$ cat config.mk
export PLATFORM = sky130hd
export DESIGN_NAME = max6675_responder
export DESIGN_NICKNAME = d
export VERILOG_FILES = /design/src/rtl/max6675_responder.sv
export SDC_FILE = /design/constraint.sdc
export NUM_CORES = 1
export LEC_CHECK = 0
export ABC_CLOCK_PERIOD_IN_PS = 2100
export BUFFER_PORTS_ARGS = -buffer_cell sky130_fd_sc_hd__buf_2
export CORE_ASPECT_RATIO = 1.4
export CORE_UTILIZATION = 52
export DETAILED_ROUTE_END_ITERATION = 7
export GPL_TIMING_DRIVEN = 0
export PLACE_DENSITY_LB_ADDON = 0.2
export SLEW_MARGIN = 20
export SYNTH_ARGS = -nofsm -noshare
export SYNTH_HDL_FRONTEND = slang
export SYNTH_SLANG_ARGS = --single-unit
$ cat constraint.sdc
create_clock -name clk -period 2.1 [get_ports clk]
set_input_delay 0.21 -clock clk [delete_from_list [all_inputs] [get_ports clk]]
set_output_delay 0.21 -clock clk [all_outputs]
set_load 0.01 [all_outputs]
$ cat src/rtl/max6675_responder.sv
// SPI responder emulating a MAX6675 thermocouple converter, including its conversion timing.
// Define MAX6675_OPEN_DETECT_EN to report the latched tc_open flag in frame bit 2.
module max6675_responder #(
    parameter int CONV_CYCLES = 1000
) (
    input  logic        clk,
    input  logic        rst_n,
    input  logic        spi_sclk,
    input  logic        spi_cs,
    output logic        spi_miso,
    output logic        spi_miso_oe,
    input  logic [11:0] temp_in,
    input  logic        tc_open,
    output logic        frame_done,
    output logic        conv_valid
);

    localparam int CNT_W = (CONV_CYCLES < 2) ? 1 : $clog2(CONV_CYCLES + 1);
    localparam logic [CNT_W-1:0] CONV_RELOAD = CNT_W'(CONV_CYCLES);
    localparam logic [4:0] FRAME_BITS = 5'd16;
`ifdef MAX6675_OPEN_DETECT_EN
    localparam logic OPEN_EN = 1'b1;
`else
    localparam logic OPEN_EN = 1'b0;
`endif

    typedef enum logic [1:0] {
        ARM   = 2'd0,
        IDLE  = 2'd1,
        SHIFT = 2'd2
    } state_t;

    function automatic logic [15:0] build_frame(input logic [11:0] temp, input logic open_bit);
        return {1'b0, temp, open_bit, 1'b0, 1'b0};
    endfunction

    // Synchroniser chain: _p0/_p1 are the two metastability flops, _p2 is the edge history.
    logic sclk_p0, sclk_p1, sclk_p2;
    logic cs_p0, cs_p1, cs_p2;

    state_t           state, state_nxt;
    logic [15:0]      shift_reg, shift_nxt;
    logic [4:0]       bit_cnt, bit_cnt_nxt;
    logic             miso_nxt, oe_nxt, done_nxt;
    logic [CNT_W-1:0] conv_cnt, conv_cnt_nxt;
    logic             conv_run, conv_run_nxt;
    logic [11:0]      conv_reg, conv_reg_nxt;
    logic             open_reg, open_reg_nxt;
    logic             conv_valid_nxt;

    logic sclk_fall, cs_fall, cs_rise;

    assign sclk_fall = sclk_p2 & ~sclk_p1;
    assign cs_fall   = cs_p2 & ~cs_p1;
    assign cs_rise   = ~cs_p2 & cs_p1;

    always_ff @(posedge clk) begin
        if (!rst_n) begin
            sclk_p0 <= 1'b0;
            sclk_p1 <= 1'b0;
            sclk_p2 <= 1'b0;
            cs_p0   <= 1'b1;
            cs_p1   <= 1'b1;
            cs_p2   <= 1'b1;
        end else begin
            sclk_p0 <= spi_sclk;
            sclk_p1 <= sclk_p0;
            sclk_p2 <= sclk_p1;
            cs_p0   <= spi_cs;
            cs_p1   <= cs_p0;
            cs_p2   <= cs_p1;
        end
    end

    always_ff @(posedge clk) begin
        if (!rst_n) begin
            state       <= ARM;
            bit_cnt     <= 5'd0;
            spi_miso    <= 1'b0;
            spi_miso_oe <= 1'b0;
            frame_done  <= 1'b0;
            conv_cnt    <= CONV_RELOAD;
            conv_run    <= 1'b1;
            conv_reg    <= 12'd0;
            open_reg    <= 1'b0;
            conv_valid  <= 1'b0;
        end else begin
            state       <= state_nxt;
            bit_cnt     <= bit_cnt_nxt;
            spi_miso    <= miso_nxt;
            spi_miso_oe <= oe_nxt;
            frame_done  <= done_nxt;
            conv_cnt    <= conv_cnt_nxt;
            conv_run    <= conv_run_nxt;
            conv_reg    <= conv_reg_nxt;
            open_reg    <= open_reg_nxt;
            conv_valid  <= conv_valid_nxt;
        end
    end

    // Frame data is only consumed after a CS-fall load, so it needs no reset.
    always_ff @(posedge clk) begin
        shift_reg <= shift_nxt;
    end

    always_comb begin
        state_nxt      = state;
        shift_nxt      = shift_reg;
        bit_cnt_nxt    = bit_cnt;
        miso_nxt       = spi_miso;
        oe_nxt         = spi_miso_oe;
        done_nxt       = 1'b0;
        conv_cnt_nxt   = conv_cnt;
        conv_run_nxt   = conv_run;
        conv_reg_nxt   = conv_reg;
        open_reg_nxt   = open_reg;
        conv_valid_nxt = conv_valid;

        case (state)
            ARM: begin
                if (cs_p1) begin
                    state_nxt = IDLE;
                end
                if (cs_rise) begin
                    conv_cnt_nxt = CONV_RELOAD;
                    conv_run_nxt = 1'b1;
                end
            end

            IDLE: begin
                if (cs_fall) begin
                    shift_nxt    = build_frame(conv_reg, open_reg & OPEN_EN);
                    miso_nxt     = conv_reg[11] & 1'b0;
                    oe_nxt       = 1'b1;
                    bit_cnt_nxt  = 5'd0;
                    conv_run_nxt = 1'b0;
                    state_nxt    = SHIFT;
                end else if (conv_run) begin
                    // The count sits at zero for one cycle before the result is taken.
                    if (conv_cnt == '0) begin
                        conv_reg_nxt   = temp_in;
                        open_reg_nxt   = tc_open;
                        conv_valid_nxt = 1'b1;
                        conv_run_nxt   = 1'b0;
                    end else begin
                        conv_cnt_nxt = conv_cnt - CNT_W'(1);
                    end
                end
            end

            SHIFT: begin
                // A CS rise in the same cycle as an SCLK fall takes priority.
                if (cs_rise) begin
                    oe_nxt       = 1'b0;
                    miso_nxt     = 1'b0;
                    state_nxt    = IDLE;
                    conv_cnt_nxt = CONV_RELOAD;
                    conv_run_nxt = 1'b1;
                end else if (sclk_fall && (bit_cnt < FRAME_BITS)) begin
                    shift_nxt   = {shift_reg[14:0], 1'b0};
                    bit_cnt_nxt = bit_cnt + 5'd1;
                    if (bit_cnt == FRAME_BITS - 5'd1) begin
                        miso_nxt = 1'b0;
                        done_nxt = 1'b1;
                    end else begin
                        miso_nxt = shift_reg[14];
                    end
                end
            end

            default: begin
                state_nxt = ARM;
            end
        endcase
    end

endmodule

Word-level counts from Yosys, hierarchy flattened
Index checks and enable logic that the tools add are counted.
Storage, ports and cells
  register bits: 55
  input port bits: 17
  output and inout port bits: 4
  logic and storage cells: 87
Operators by class
  add/subtract/negate cells: 2
  $lt $le $gt $ge: 1
  equal/unequal tests: 13
  multiplexer cells: 31
  bitwise operators: 10
  reduce and logical (&&, ||, !) cells: 14
Operators by type and width (count)
  $mux W15: 3
  $mux W10: 4
  $pmux W15 S2: 1
  $pmux W10 S2: 1
  $ne A2 B2 Y1 const B: 8
  $mux W5: 3
  $mux W1: 11
  $logic_not A10 Y1: 1
  $pmux W5 S2: 1
  $sub A10 B1 Y10 const B: 1
  $reduce_and A3 Y1: 3
  $reduce_and A4 Y1: 2
  $not A1 Y1: 7
  $mux W2: 3
  $pmux W1 S2: 3
  $pmux W2 S3: 1
  $add A5 B1 Y5 const B: 1
  $eq A5 B4 Y1 const B: 1
  $lt A5 B5 Y1 const B: 1
  $reduce_and A5 Y1: 1
  $reduce_bool A2 Y1: 2
  $reduce_or A4 Y1: 1
  $and A1 B1 Y1: 3
  $ne A3 B3 Y1 const B: 1
  7 further kinds: 7

Longest topological paths before layout
Gate-level depths: netlist (run 1).
  word-level depth: 6
  depth in mapped cells: 8
  gate-level depth less buffers: 6

Worst setup path before layout (run 1)
Ideal clock, no wire load.
  path kind: flip-flop to flip-flop
  start point: register conv_cnt[0]
  end point: register conv_cnt[5]
  library setup time: 139 ps
  data arrival time: 2070 ps
  data required time: 1961 ps
  setup slack: -110 ps
  cell stages (with the launch flop): 9
  buffers on the path: 2
  clock period less this slack: 2210 ps
  cell sequence: dfxtp_1 -> inv_1 -> ha_1 -> or3b_2 -> clkbuf_1 -> or4b_4 -> buf_6 -> a311oi_1 -> a31oi_1
On the way
  word-level cells in the longest chain between the ends: 5
  elaborated cells between the ends (all ways): 8
  classes of those cells: add/sub (1); eq/ne (1); mux (4); reduce/logical (2)
Ends and longest elaborated chain
  start, declared: RTL line 45  | logic [CNT_W-1:0] conv_cnt, conv_cnt_nxt;
  start signal, assigned: RTL line 93  | conv_cnt <= conv_cnt_nxt;
  $sub A10 B1 Y10: RTL line 146  | conv_cnt_nxt = conv_cnt - CNT_W'(1);
  $mux W10: RTL line 140  | if (conv_cnt == '0) begin
  $mux W10: RTL line 138  | end else if (conv_run) begin
  $mux W10: RTL line 131  | if (cs_fall) begin
  $pmux W10 S2: RTL line 119  | case (state)
Several ways; a longest one is shown, not always the timed one. The select of a mux whose other input is x is not followed.
A chain may end at the register's enable or synchronous reset.

Worst setup path after layout (run 1)
  start point: register conv_cnt[0]
  end point: register conv_cnt[6]
Same word-level chain as after synthesis.

==> results of run 1 <==
final timing paths:
check	from	to	slack (ps)
worst max-delay path	conv_cnt[0]$_SDFFE_PN0P_	conv_cnt[6]$_SDFFE_PN1P_	20
worst min-delay path	spi_cs	cs_p0$_SDFF_PN1_	80
worst max register to register	conv_cnt[0]$_SDFFE_PN0P_	conv_cnt[6]$_SDFFE_PN1P_	20
worst min register to register	cs_p0$_SDFF_PN1_	cs_p1$_SDFF_PN1_	420
logic make-up after synthesis:
family | after synthesis
AOI/OAI and AO/OA | 69
and+or+nand+nor | 72
muxes | 11
DFF | 52
adders and majority gates | 3
xor gates and xnor gates | 1
buffers and inverters | 25
per-layer routing:
layer / track usage / vias to the layer above
li1: - / 925
met1: 0.2840 / 872
met2: 0.3828 / 35
met3: 0.04670 / 10
met4: 0.1024 / 0
met5: 0 / -
report_power, final:
part | total [uW] | internal [uW] | leakage [uW] | switching (uW)
clock network | 722 | 390 | 0.0000614 | 332
registers | 1060 | 1040 | 0.000437 | 17.8
logic | 179 | 76.3 | 0.000498 | 103
total | 1960 | 1510 | 0.000996 | 453
area by class of cell:
| class | count | area, sq um |
|---|---|---|
| Tap cell | 60 | 75.07 |
| Fill cell | 374 | 1529 |
| Buffer | 14 | 85.08 |
| Inverter | 9 | 33.78 |
| Timing Repair Buffer | 29 | 170.2 |
| Clock inverter | 2 | 38.79 |
| Multi-Input combinational cell | 156 | 1056 |
| Clock buffer | 6 | 82.58 |
| Sequential cell | 52 | 1169 |
stage by stage:
stage	hold WS (ps)	worst slack [ps]	total power, uW
final	79.42	16.92	1961
after global routing	68.35	-47.48	2037
after global placement	390.1	-139.3	1246
after detailed placement	395.4	-158.2	1249
after CTS	75.93	26.23	1969
after floorplan	283.0	-27.50	1197
repair_timing:
item,CTS,global route
setup endpoints to repair,23,39
resized for setup,4,17
pin swaps,3,1
gates cloned,1,0
setup buffers,9,0
worst max-delay path, cell delays in order, from the launching register on:
cell and delay [ps]:
sky130_fd_sc_hd__dfxtp_2 340, sky130_fd_sc_hd__inv_2 70, sky130_fd_sc_hd__ha_4 140, sky130_fd_sc_hd__or3b_4 390, sky130_fd_sc_hd__or4b_4 540, sky130_fd_sc_hd__buf_6 160, sky130_fd_sc_hd__a311oi_1 230, sky130_fd_sc_hd__a31oi_1 70
placed cells by master (no fill, tap or decap), types with 2 or more instances in the layout:
master                     instances
sky130_fd_sc_hd__buf_4            10
sky130_fd_sc_hd__buf_1             3
sky130_fd_sc_hd__clkbuf_2          2
sky130_fd_sc_hd__nand3_1          16
sky130_fd_sc_hd__o31ai_1           3
sky130_fd_sc_hd__inv_2             3
sky130_fd_sc_hd__or3_1             2
sky130_fd_sc_hd__edfxtp_1         12
sky130_fd_sc_hd__nand2_1           9
sky130_fd_sc_hd__nor2b_1           5
sky130_fd_sc_hd__dfxtp_1          36
sky130_fd_sc_hd__inv_1             6
sky130_fd_sc_hd__or4_1             2
sky130_fd_sc_hd__buf_2            19
sky130_fd_sc_hd__nor3_1            5
sky130_fd_sc_hd__mux2_2           11
sky130_fd_sc_hd__o21a_1            3
sky130_fd_sc_hd__a311oi_1          2
sky130_fd_sc_hd__a21oi_1          23
sky130_fd_sc_hd__nor2_1            7
sky130_fd_sc_hd__clkbuf_8          6
sky130_fd_sc_hd__a311oi_2          3
sky130_fd_sc_hd__o21ai_0          14
sky130_fd_sc_hd__buf_6             4
sky130_fd_sc_hd__nand2b_1          7
sky130_fd_sc_hd__dfxtp_2           3
sky130_fd_sc_hd__and2_1            5
sky130_fd_sc_hd__o21ai_1           8
sky130_fd_sc_hd__ha_1              2
sky130_fd_sc_hd__a31oi_1           8
sky130_fd_sc_hd__nor4_1            2
sky130_fd_sc_hd__clkbuf_1          5
==> summary.json, run 1 <==
{
  "cts-buffers-inserted": 5,
  "yosys-top-cells-count": "40 x sky130_fd_sc_hd__dfxtp_1, 23 x sky130_fd_sc_hd__a21oi_1, 17 x sky130_fd_sc_hd__o21ai_0",
  "dr_wl_met2_um": 2308,
  "portBuffers": 19,
  "yosys.area_share.simple": 0.1882,
  "clock-root-buffer": "sky130_fd_sc_hd__clkbuf_8",
  "power.ir.vdd_worst_uv": 556.8,
  "worst_case_clock_skew_ps": 7.880,
  "netlist_instances": 233,
  "dpl_cell_area_sq_um": 2495,
  "synth_cell_type_count": 40,
  "globalRoute.totalOverflow": 0,
  "placed_cells": 312,
  "yosys_register_bits": 52,
  "detailedRoute.firstPassIterationCount": 6,
  "failed_checks": "DRC",
  "final-setup-viol-count": 0,
  "insertion_delay_ps": 310,
  "final-max-slew-violation-count": 0,
  "dr_total_vias": 1842,
  "layoutNonFillerInstCount": 328,
  "power.static_leakage_uw": 0.0009964,
  "postRouteWirelength_um": 4733,
  "viasPerCell": 5.616,
  "worst-path-max-fanout": 5,
  "cts_htree_levels": 2,
  "grt_setup_unrepaired": "yes",
  "post_route_cells_drive_above_1_share": 0.2724,
  "wirelength_per_cell_um": 14.43,
  "wl_met1_um": 2144,
  "post_synth_fa_ha_maj_area_fraction": 0.01641,
  "worst_ep_required_time_ps": 2260,
  "grt_max_degree": 17,
  "netlist_top_cells_area": "sky130_fd_sc_hd__dfxtp_1 35%, sky130_fd_sc_hd__edfxtp_1 16%, sky130_fd_sc_hd__mux2_2 5.4%",
  "worst_hold_path.num_cells": 2,
  "timing.fmax_mhz": 480.1,
  "minimum_period_implied_by_the_final_worst_setup_slack_ps": 2083,
  "edff_count_synth": 12,
  "drtIter0Drc": 102,
  "post_synthesis_mean_instance_area_sq_um": 9.816,
  "detail-route-antenna-nets": 0,
  "die-area_sq_um": 4671,
  "routed-wl-met3_um": 181,
  "drv_cap": 0,
  "dr.max_layer_used": "met4",
  "fin_area_sq_um": 2710,
  "detail_route.drc_violations": 2,
  "insertedDiodeCount": 0,
  "path_clk_slew_ps": 100,
  "layout.nets": 287,
  "cp_data_arrival_time_ps": 2250,
  "synth_xor_xnor_area_share": 0.003829,
  "dpl.hpwl_um": 3251,
  "hold_path.class": "primary input to flip-flop",
  "cts-hold-fix-buffers": 0,
  "chipWidth_um": 58.05,
  "powerDensity_nw_per_um2": 723.8,
  "final_core_utilization": 0.6393,
  "synth_seq_area_share": 0.5077,
  "synth_largest_area_cell": "sky130_fd_sc_hd__dfxtp_1",
  "tritoncts": "done",
  "antenna_found_initial": 0,
  "finalHoldViolations": 0,
  "status": "finished, violations left",
  "vias_in_the_first_global_route": 1754,
  "yosys-mux-area-fraction": 0.05416,
  "die_y_um": 80.47,
  "asyncSetResetFlopFracSynth": 0,
  "synth_top_family_by_area": "simple AND/OR/NAND/NOR gates",
  "area_growth_syn_to_layout_pct": 18.49,
  "worst_tran_pin_value_ps": 638.6,
  "synth_compound_gate_area_share": 0.1778,
  "wire_length_of_the_first_global_routing_pass_um": 8204,
  "top_level_ports": 21,
  "slew_headroom": 0.5710,
  "cts_buffer_depth": 2,
  "gpl.final_weighted_congestion": 0.7851,
  "floorplan.initialDensity": 0.5396,
  "share_of_the_clock_period_used_by_the_worst_path": 0.9919,
  "track_usage": 0.2303,
  "r2r_cells": 7,
  "synth_flop_cell": "sky130_fd_sc_hd__dfxtp_1",
  "net_count_of_the_mapped_netlist": 253,
  "cp-end-kind": "flip-flop",
  "critPathKind": "flip-flop to flip-flop",
  "area_share_of_the_largest_cell_type_after_synthesis": 0.3501,
  "cp-start-kind": "flip-flop",
  "sink_count_of_the_clock_tree": 52,
  "core_sq_um": 4239,
  "placementRows": 28,
  "tns_ps": 0,
  "yosys.cell_count.top_type": "sky130_fd_sc_hd__dfxtp_1",
  "synth-warning-count": 0,
  "synth.cell_area_sq_um": 2287
}
Power figures use the tool's default switching activity.
==> inputs of run 2 (changes only) <==
Settings changed: CORE_MARGIN set to 10, SETUP_SLACK_MARGIN set to 0.1.
==> run 2 against run 1 <==
The flow finishes with violations (setup timing). Sequential cell count stayed put. Utilization is 7.8 points higher. Sequential share of layout area is 4.6 points lower. Clock-buffer cell count is 1 lower. Clock skew is 3.1 ps higher. Critical path depth stayed put. Highest routed layer unchanged.
==> summary.json, run 2 (synthesis results as in run 1) <==
{
  "dr_total_vias": {"value": 1977, "change": "+7.3%"},
  "worst-path-max-fanout": {"value": 5, "change": "unchanged"},
  "powerDensity": {"value": 645.5, "unit": "nW/um^2", "change": "-11%"},
  "power.static_leakage": {"value": 0.001124, "unit": "uW", "change": "+13%"},
  "cp-end-kind": "flip-flop",
  "slew_headroom": {"value": 0.5026, "change": "-0.06835"},
  "detailedRoute.firstPassIterationCount": {"value": 4, "change": "-2"},
  "cts_htree_levels": {"value": 2, "change": "unchanged"},
  "path_clk_slew": {"value": 100, "unit": "ps", "change": "about the same"},
  "dpl.hpwl": {"value": 3334, "unit": "um", "change": "+2.5%"},
  "antenna_found_initial": {"value": 0, "change": "unchanged"},
  "power": {"value": 1963, "unit": "uW", "change": "about the same"},
  "most_common_cell_after_layout_fill_and_taps_aside": "sky130_fd_sc_hd__dfxtp_1",
  "failed_checks": "setup timing",
  "worst_tran_pin_value": {"value": 746.0, "unit": "ps", "change": "+107.4 ps"},
  "vias_in_the_first_global_route": {"value": 1933, "change": "+10%"},
  "share_of_the_clock_period_used_by_the_worst_path": {"value": 1.039, "change": "+0.04705"},
  "viasPerCell": {"value": 5.747, "change": "+2.3%"},
  "clock-root-buffer": "sky130_fd_sc_hd__clkbuf_8",
  "power.ir.vdd_worst": {"value": 510.8, "unit": "uV", "change": "-8.3%"},
  "final-setup-viol-count": {"value": 15, "change": "+15"},
  "most-common-layout-cells": "34 x sky130_fd_sc_hd__dfxtp_1, 19 x sky130_fd_sc_hd__buf_2, 18 x sky130_fd_sc_hd__a21oi_1, 16 x sky130_fd_sc_hd__nand3_1, 15 x sky130_fd_sc_hd__buf_4",
  "tritoncts": "done",
  "track_usage": {"value": 0.1386, "change": "-0.09177"},
  "cts_buffer_depth": {"value": 2, "change": "unchanged"},
  "pre_cts_slack": {"value": -167.9, "unit": "ps", "change": "-9.735 ps"},
  "timing.fmax": {"value": 458.3, "unit": "MHz", "change": "-4.5%"},
  "worst_case_clock_skew": {"value": 11.00, "unit": "ps", "change": "+3.116 ps"},
  "worst_ep_required_time": {"value": 2280, "unit": "ps", "change": "+20 ps"},
  "final-max-slew-violation-count": {"value": 0, "change": "unchanged"},
  "gpl.final_weighted_congestion": {"value": 0.7837, "change": "-0.18%"},
  "core": {"value": 4239, "unit": "sq um", "change": "unchanged"},
  "die_y": {"value": 98.47, "unit": "um", "change": "+22%"},
  "postRouteWirelength": {"value": 5787, "unit": "um", "change": "+22%"},
  "detail-route-antenna-nets": {"value": 0, "change": "unchanged"},
  "chipWidth": {"value": 76.05, "unit": "um", "change": "+31%"},
  "insertedDiodeCount": {"value": 0, "change": "unchanged"},
  "sink_count_of_the_clock_tree": {"value": 52, "change": "unchanged"},
  "floorplan.initialDensity": {"value": 0.5396, "change": "unchanged"},
  "post_route_cells_drive_above_1_share": {"value": 0.3944, "change": "+0.1220"},
  "cp-start-kind": "flip-flop",
  "area_growth_syn_to_layout_pct": 32.93,
  "die-area": {"value": 7489, "unit": "sq um", "change": "+60%"},
  "drv_cap": {"value": 0, "change": "unchanged"},
  "placementRows": {"value": 28, "change": "unchanged"},
  "detail_route.drc_violations": {"value": 0, "change": "-2"},
  "cts-buffers-inserted": {"value": 5, "change": "unchanged"},
  "minimum_period_implied_by_the_final_worst_setup_slack": {"value": 2182, "unit": "ps", "change": "+98.82 ps"},
  "globalRoute.totalOverflow": {"value": 0, "change": "unchanged"},
  "finalHoldViolations": {"value": 0, "change": "unchanged"},
  "layoutNonFillerInstCount": {"value": 344, "change": "+4.9%"},
  "cp_data_arrival_time": {"value": 2360, "unit": "ps", "change": "+110 ps"},
  "tns": {"value": -840.1, "unit": "ps", "change": "-840.1 ps"},
  "fill_cells": {"value": 309, "change": "-17%"},
  "status": "finished, violations left",
  "drtIter0Drc": {"value": 189, "change": "+85%"},
  "wire_length_of_the_first_global_routing_pass": {"value": 8728, "unit": "um", "change": "+6.4%"},
  "layout.nets": {"value": 303, "change": "+5.6%"},
  "hold_path.class": "primary input to flip-flop",
  "top_level_ports": {"value": 21, "change": "unchanged"},
  "wirelength_per_cell": {"value": 16.82, "unit": "um", "change": "+17%"},
  "grt_max_degree": {"value": 17, "change": "unchanged"},
  "placed_cells": {"value": 312, "change": "unchanged"},
  "insertion_delay": {"value": 310, "unit": "ps", "change": "about the same"},
  "portBuffers": {"value": 19, "change": "unchanged"},
  "grt_setup_unrepaired": "yes",
  "layout_setup_ws": {"value": -81.90, "unit": "ps", "change": "-98.82 ps"},
  "critPathKind": "flip-flop to flip-flop"
}
run 2: changes by cell type in the layout (fill, tap and decap cells not counted), sizes merged:
cell	before	now
buf	36	50
clkbuf	13	14
clkinv	1	2
run 2: routing by layer:
metal / up-vias / track usage / part of all wire
met5: - / 0 / 0
met4: 0 / 0.06313 / 0.012
met3: 10 / 0.03727 / 0.033
met2: 49 / 0.2434 / 0.53
met1: 956 / 0.1521 / 0.42
li1: 962 / - / -
run 2: what timing repair did:
item / 4_1_cts / 5_1_grt
gates cloned: 1 / 2
resized for setup: 31 / 25
pin swaps: 20 / 14
setup endpoints to repair: 43 / 38
hold buffers: 0 / 0
buffers inserted: 13 / 9
run 2: final cells by class:
type,count,area [sq um],area share
buffer,15,112.6,0.03704
multi-input combinational,156,1164,0.3827
tap,60,75.07,0.02469
clock buffer,5,68.82,0.02263
sequential,52,1171,0.3852
clock inverter,3,42.54,0.01399
timing repair buffer,44,372.9,0.1226
inverter,9,33.78,0.01111
run 2: power by group:
group | internal, uW | switching, uW
Clock | 353 | 331
Combinational | 92.2 | 123
Sequential | 1040 | 20.5
run 2: path summary, 6_finish.rpt:
path                                                from                       end  slack [ps]  cells past startpoint
worst max-delay path            conv_cnt[5]$_SDFFE_PN1P_  conv_reg[9]$_SDFFE_PN0P_         -80                      7
worst min-delay path                              spi_cs          cs_p0$_SDFF_PN1_         100                      2
worst max register to register  conv_cnt[5]$_SDFFE_PN1P_  conv_reg[9]$_SDFFE_PN0P_         -80                      7
worst min register to register          cs_p0$_SDFF_PN1_          cs_p1$_SDFF_PN1_         420                      1
run 2: per-stage QoR:
| step | hold WS [ps] | util | cell area, sq um |
|---|---|---|---|
| after floorplan | 283.0 | - | 2325 |
| after global placement | 401.9 | 0.5885 | 2495 |
| after detailed placement | 396.1 | 0.5885 | 2495 |
| after CTS | 92.17 | 0.6712 | 2845 |
| after global routing | 87.97 | 0.7172 | 3040 |
| final | 95.51 | 0.7172 | 3040 |
run 2: critical path, cell delays in order (launching register included):
cell                      delay (ps)
sky130_fd_sc_hd__dfxtp_4         350
sky130_fd_sc_hd__or4_4           510
sky130_fd_sc_hd__buf_6           130
sky130_fd_sc_hd__or4b_4          550
sky130_fd_sc_hd__buf_12          170
sky130_fd_sc_hd__buf_12          130
sky130_fd_sc_hd__o21ai_4         140
sky130_fd_sc_hd__a21oi_2          70
==> inputs of run 3 (changes only) <==
Settings changed: PLACE_DENSITY set to 0.81, PLACE_DENSITY_LB_ADDON 0.2 to unset.
==> run 3 against run 2 <==
The run still ends with setup timing left. Critical endpoint is now conv_cnt[6]$_SDFFE_PN1P_. Largest power group unchanged. Die area is the same. Power is 4.2% lower. Utilization down 5.4 points. Cell count down 3.2%. Critical path type unchanged. Sequential power about the same.
==> summary.json, run 3 (synthesis results as in run 1) <==
{
  "portBuffers": {"value": 19, "change": "unchanged"},
  "top_level_ports": {"value": 21, "change": "unchanged"},
  "finalHoldViolations": {"value": 0, "change": "unchanged"},
  "critical_path.slowest_cell": "sky130_fd_sc_hd__or4b_4",
  "drtIter0Drc": {"value": 173, "change": "-8.5%"},
  "most-common-layout-cells": "34 x sky130_fd_sc_hd__dfxtp_1, 22 x sky130_fd_sc_hd__a21oi_1, 19 x sky130_fd_sc_hd__buf_2, 13 x sky130_fd_sc_hd__nand3_1, 12 x sky130_fd_sc_hd__edfxtp_1",
  "dpl.hpwl": {"value": 3403, "unit": "um", "change": "+2.1%"},
  "postRouteWirelength": {"value": 5098, "unit": "um", "change": "-12%"},
  "power.ir.vdd_worst": {"value": 676.2, "unit": "uV", "change": "+32%"},
  "layout.nets": {"value": 292, "change": "-3.6%"},
  "path_clk_slew": {"value": 100, "unit": "ps", "change": "about the same"},
  "minimum_period_implied_by_the_final_worst_setup_slack": {"value": 2145, "unit": "ps", "change": "-37.30 ps"},
  "status": "finished, violations left",
  "final-setup-viol-count": {"value": 4, "change": "-11"},
  "power.static_leakage": {"value": 0.001024, "unit": "uW", "change": "-8.9%"},
  "track_usage": {"value": 0.1340, "change": "-0.004599"},
  "timing.fmax": {"value": 466.3, "unit": "MHz", "change": "+1.7%"},
  "worst_case_clock_skew": {"value": 8.942, "unit": "ps", "change": "-2.054 ps"},
  "drv_cap": {"value": 0, "change": "unchanged"},
  "cts-hold-fix-buffers": {"value": 0, "change": "unchanged"},
  "die-area": {"value": 7489, "unit": "sq um", "change": "unchanged"},
  "post_route_cells_drive_above_1_share": {"value": 0.3370, "change": "-0.05737"},
  "final-max-slew-violation-count": {"value": 0, "change": "unchanged"},
  "cts_buffer_depth": {"value": 2, "change": "unchanged"},
  "vias_in_the_first_global_route": {"value": 1881, "change": "-2.7%"},
  "slew_headroom": {"value": 0.5134, "change": "+0.01074"},
  "cts-buffers-inserted": {"value": 5, "change": "unchanged"},
  "globalRoute.totalOverflow": {"value": 0, "change": "unchanged"},
  "clock-root-buffer": "sky130_fd_sc_hd__clkbuf_8",
  "worst-path-max-fanout": {"value": 5, "change": "unchanged"},
  "detail_route.drc_violations": {"value": 0, "change": "unchanged"},
  "critical_path.startpoint": "conv_cnt[5]$_SDFFE_PN1P_",
  "tritoncts": "done",
  "viasPerCell": {"value": 5.658, "change": "-1.6%"},
  "sink_count_of_the_clock_tree": {"value": 52, "change": "unchanged"},
  "core": {"value": 4239, "unit": "sq um", "change": "unchanged"},
  "share_of_the_clock_period_used_by_the_worst_path": {"value": 1.021, "change": "-0.01776"},
  "chipWidth": {"value": 76.05, "unit": "um", "change": "unchanged"},
  "critPathKind": "flip-flop to flip-flop",
  "floorplan.initialDensity": {"value": 0.5396, "change": "unchanged"},
  "insertion_delay": {"value": 320, "unit": "ps", "change": "about the same"},
  "antenna_found_initial": {"value": 0, "change": "unchanged"},
  "insertedDiodeCount": {"value": 0, "change": "unchanged"},
  "fill_cells": {"value": 336, "change": "+8.7%"},
  "worst_tran_pin_value": {"value": 724.3, "unit": "ps", "change": "-21.68 ps"},
  "placementRows": {"value": 28, "change": "unchanged"},
  "wire_length_of_the_first_global_routing_pass": {"value": 8445, "unit": "um", "change": "-3.2%"},
  "die_y": {"value": 98.47, "unit": "um", "change": "unchanged"},
  "powerDensity": {"value": 668.5, "unit": "nW/um^2", "change": "+3.6%"},
  "regToRegStartpoint": "conv_cnt[5]$_SDFFE_PN1P_",
  "final_core_utilization": {"value": 0.6632, "change": "-0.05401"},
  "crit_chain": "or4_4, buf_6, or4b_4, buf_6, a311oi_2, a31oi_1",
  "cts_htree_levels": {"value": 2, "change": "unchanged"},
  "dr_total_vias": {"value": 1884, "change": "-4.7%"},
  "gpl.final_weighted_congestion": {"value": 0.8178, "change": "+4.4%"},
  "worst_ep_required_time": {"value": 2270, "unit": "ps", "change": "about the same"},
  "detailedRoute.firstPassIterationCount": {"value": 4, "change": "unchanged"},
  "grt_max_degree": {"value": 20, "change": "+3"},
  "cp-end-kind": "flip-flop",
  "power": {"value": 1879, "unit": "uW", "change": "-4.2%"},
  "area_growth_syn_to_layout_pct": 22.92,
  "detail-route-antenna-nets": {"value": 0, "change": "unchanged"},
  "hold_path_startpoint": "spi_cs",
  "cp_data_arrival_time": {"value": 2310, "unit": "ps", "change": "-50 ps"},
  "wirelength_per_cell": {"value": 15.31, "unit": "um", "change": "-9.0%"},
  "cp-start-kind": "flip-flop",
  "grt_setup_unrepaired": "yes",
  "most_common_cell_after_layout_fill_and_taps_aside": "sky130_fd_sc_hd__dfxtp_1",
  "layout_setup_ws": {"value": -44.60, "unit": "ps", "change": "+37.30 ps"},
  "failed_checks": "setup timing",
  "hold_path.class": "primary input to flip-flop",
  "timing.critical_path.slowest_cell_delay": {"value": 560, "unit": "ps", "change": "about the same"},
  "critical-path-top-cell-by-count": "sky130_fd_sc_hd__buf_6"
}
==> run 3: changes by cell type in the layout (fill, tap and decap cells not counted), moves of 2 or more <==
cell	change
sky130_fd_sc_hd__o21ai_2	-6
sky130_fd_sc_hd__clkbuf_16	-2
sky130_fd_sc_hd__a21oi_1	+4
sky130_fd_sc_hd__a21oi_2	-4
sky130_fd_sc_hd__buf_12	-2
sky130_fd_sc_hd__buf_4	-4
sky130_fd_sc_hd__nand3_2	+3
sky130_fd_sc_hd__o21ai_1	+6
sky130_fd_sc_hd__nand3_1	-3
sky130_fd_sc_hd__buf_8	-2
==> run 3: worst max-delay path, delay by kind of cell (launching register included) <==
kind                   cells  cell delay (ps)
AND/OR/NAND/NOR            2             1070
AO/OA/AOI/OAI              2              270
flip-flops                 1              350
buffers and inverters      2              310
==> run 3: timing repair <==
action / 4_1_cts / 5_1_grt
pin swaps: 11 / 12
setup endpoints to repair: 43 / 24
buffers inserted: 10 / 4
resized for setup: 19 / 17
cloned: 1 / 0
==> run 3: stage by stage <==
step / cells / hold slack (ps) / cell area, sq um / setup TNS (ps) / worst slack, ps
finish: 333 / 76.88 / 2811 / -103.3 / -44.60
global route: 333 / 92.64 / 2811 / -482.5 / -105.5
CTS: 331 / 78.94 / 2736 / -31.88 / -10.49
detailed placement: 312 / 392.8 / 2495 / -1994 / -152.9
global placement: 312 / 396.2 / 2495 / -1161 / -125.7
floorplan: 233 / 283.0 / 2325 / -127.5 / -27.05
==> run 3: report_power, final <==
| group | internal (uW) | total, uW | switching (uW) |
|---|---|---|---|
| Combinational | 82.6 | 195 | 112 |
| Sequential | 1040 | 1060 | 19.0 |
| Clock | 251 | 623 | 372 |
==> run 3: layout make-up <==
| class | instances | area (sq um) | share of cell area |
|---|---|---|---|
| Inverter | 9 | 33.78 | 0.01202 |
| Sequential cell | 52 | 1171 | 0.4166 |
| Clock inverter | 3 | 33.78 | 0.01202 |
| Timing Repair Buffer | 34 | 222.7 | 0.07922 |
| Clock buffer | 5 | 68.82 | 0.02448 |
| Buffer | 14 | 92.59 | 0.03293 |
| Multi-Input combinational cell | 156 | 1114 | 0.3961 |
| Tap cell | 60 | 75.07 | 0.02670 |
==> run 3: routing by layer <==
metal,global-route usage,vias to the layer above,share of wire
li1,-,938,-
met2,0.2441,43,0.50
met1,0.1459,890,0.43
met5,0,-,0
met3,0.02545,13,0.038
met4,0.06169,0,0.022
==> run 3: final timing paths <==
path	to	slack, ps	cells after the start
setup / recovery	conv_cnt[6]$_SDFFE_PN1P_	-40	6
hold / removal	cs_p0$_SDFF_PN1_	80	2
setup reg to reg	conv_cnt[6]$_SDFFE_PN1P_	-40	6
hold reg to reg	cs_p1$_SDFF_PN1_	420	1
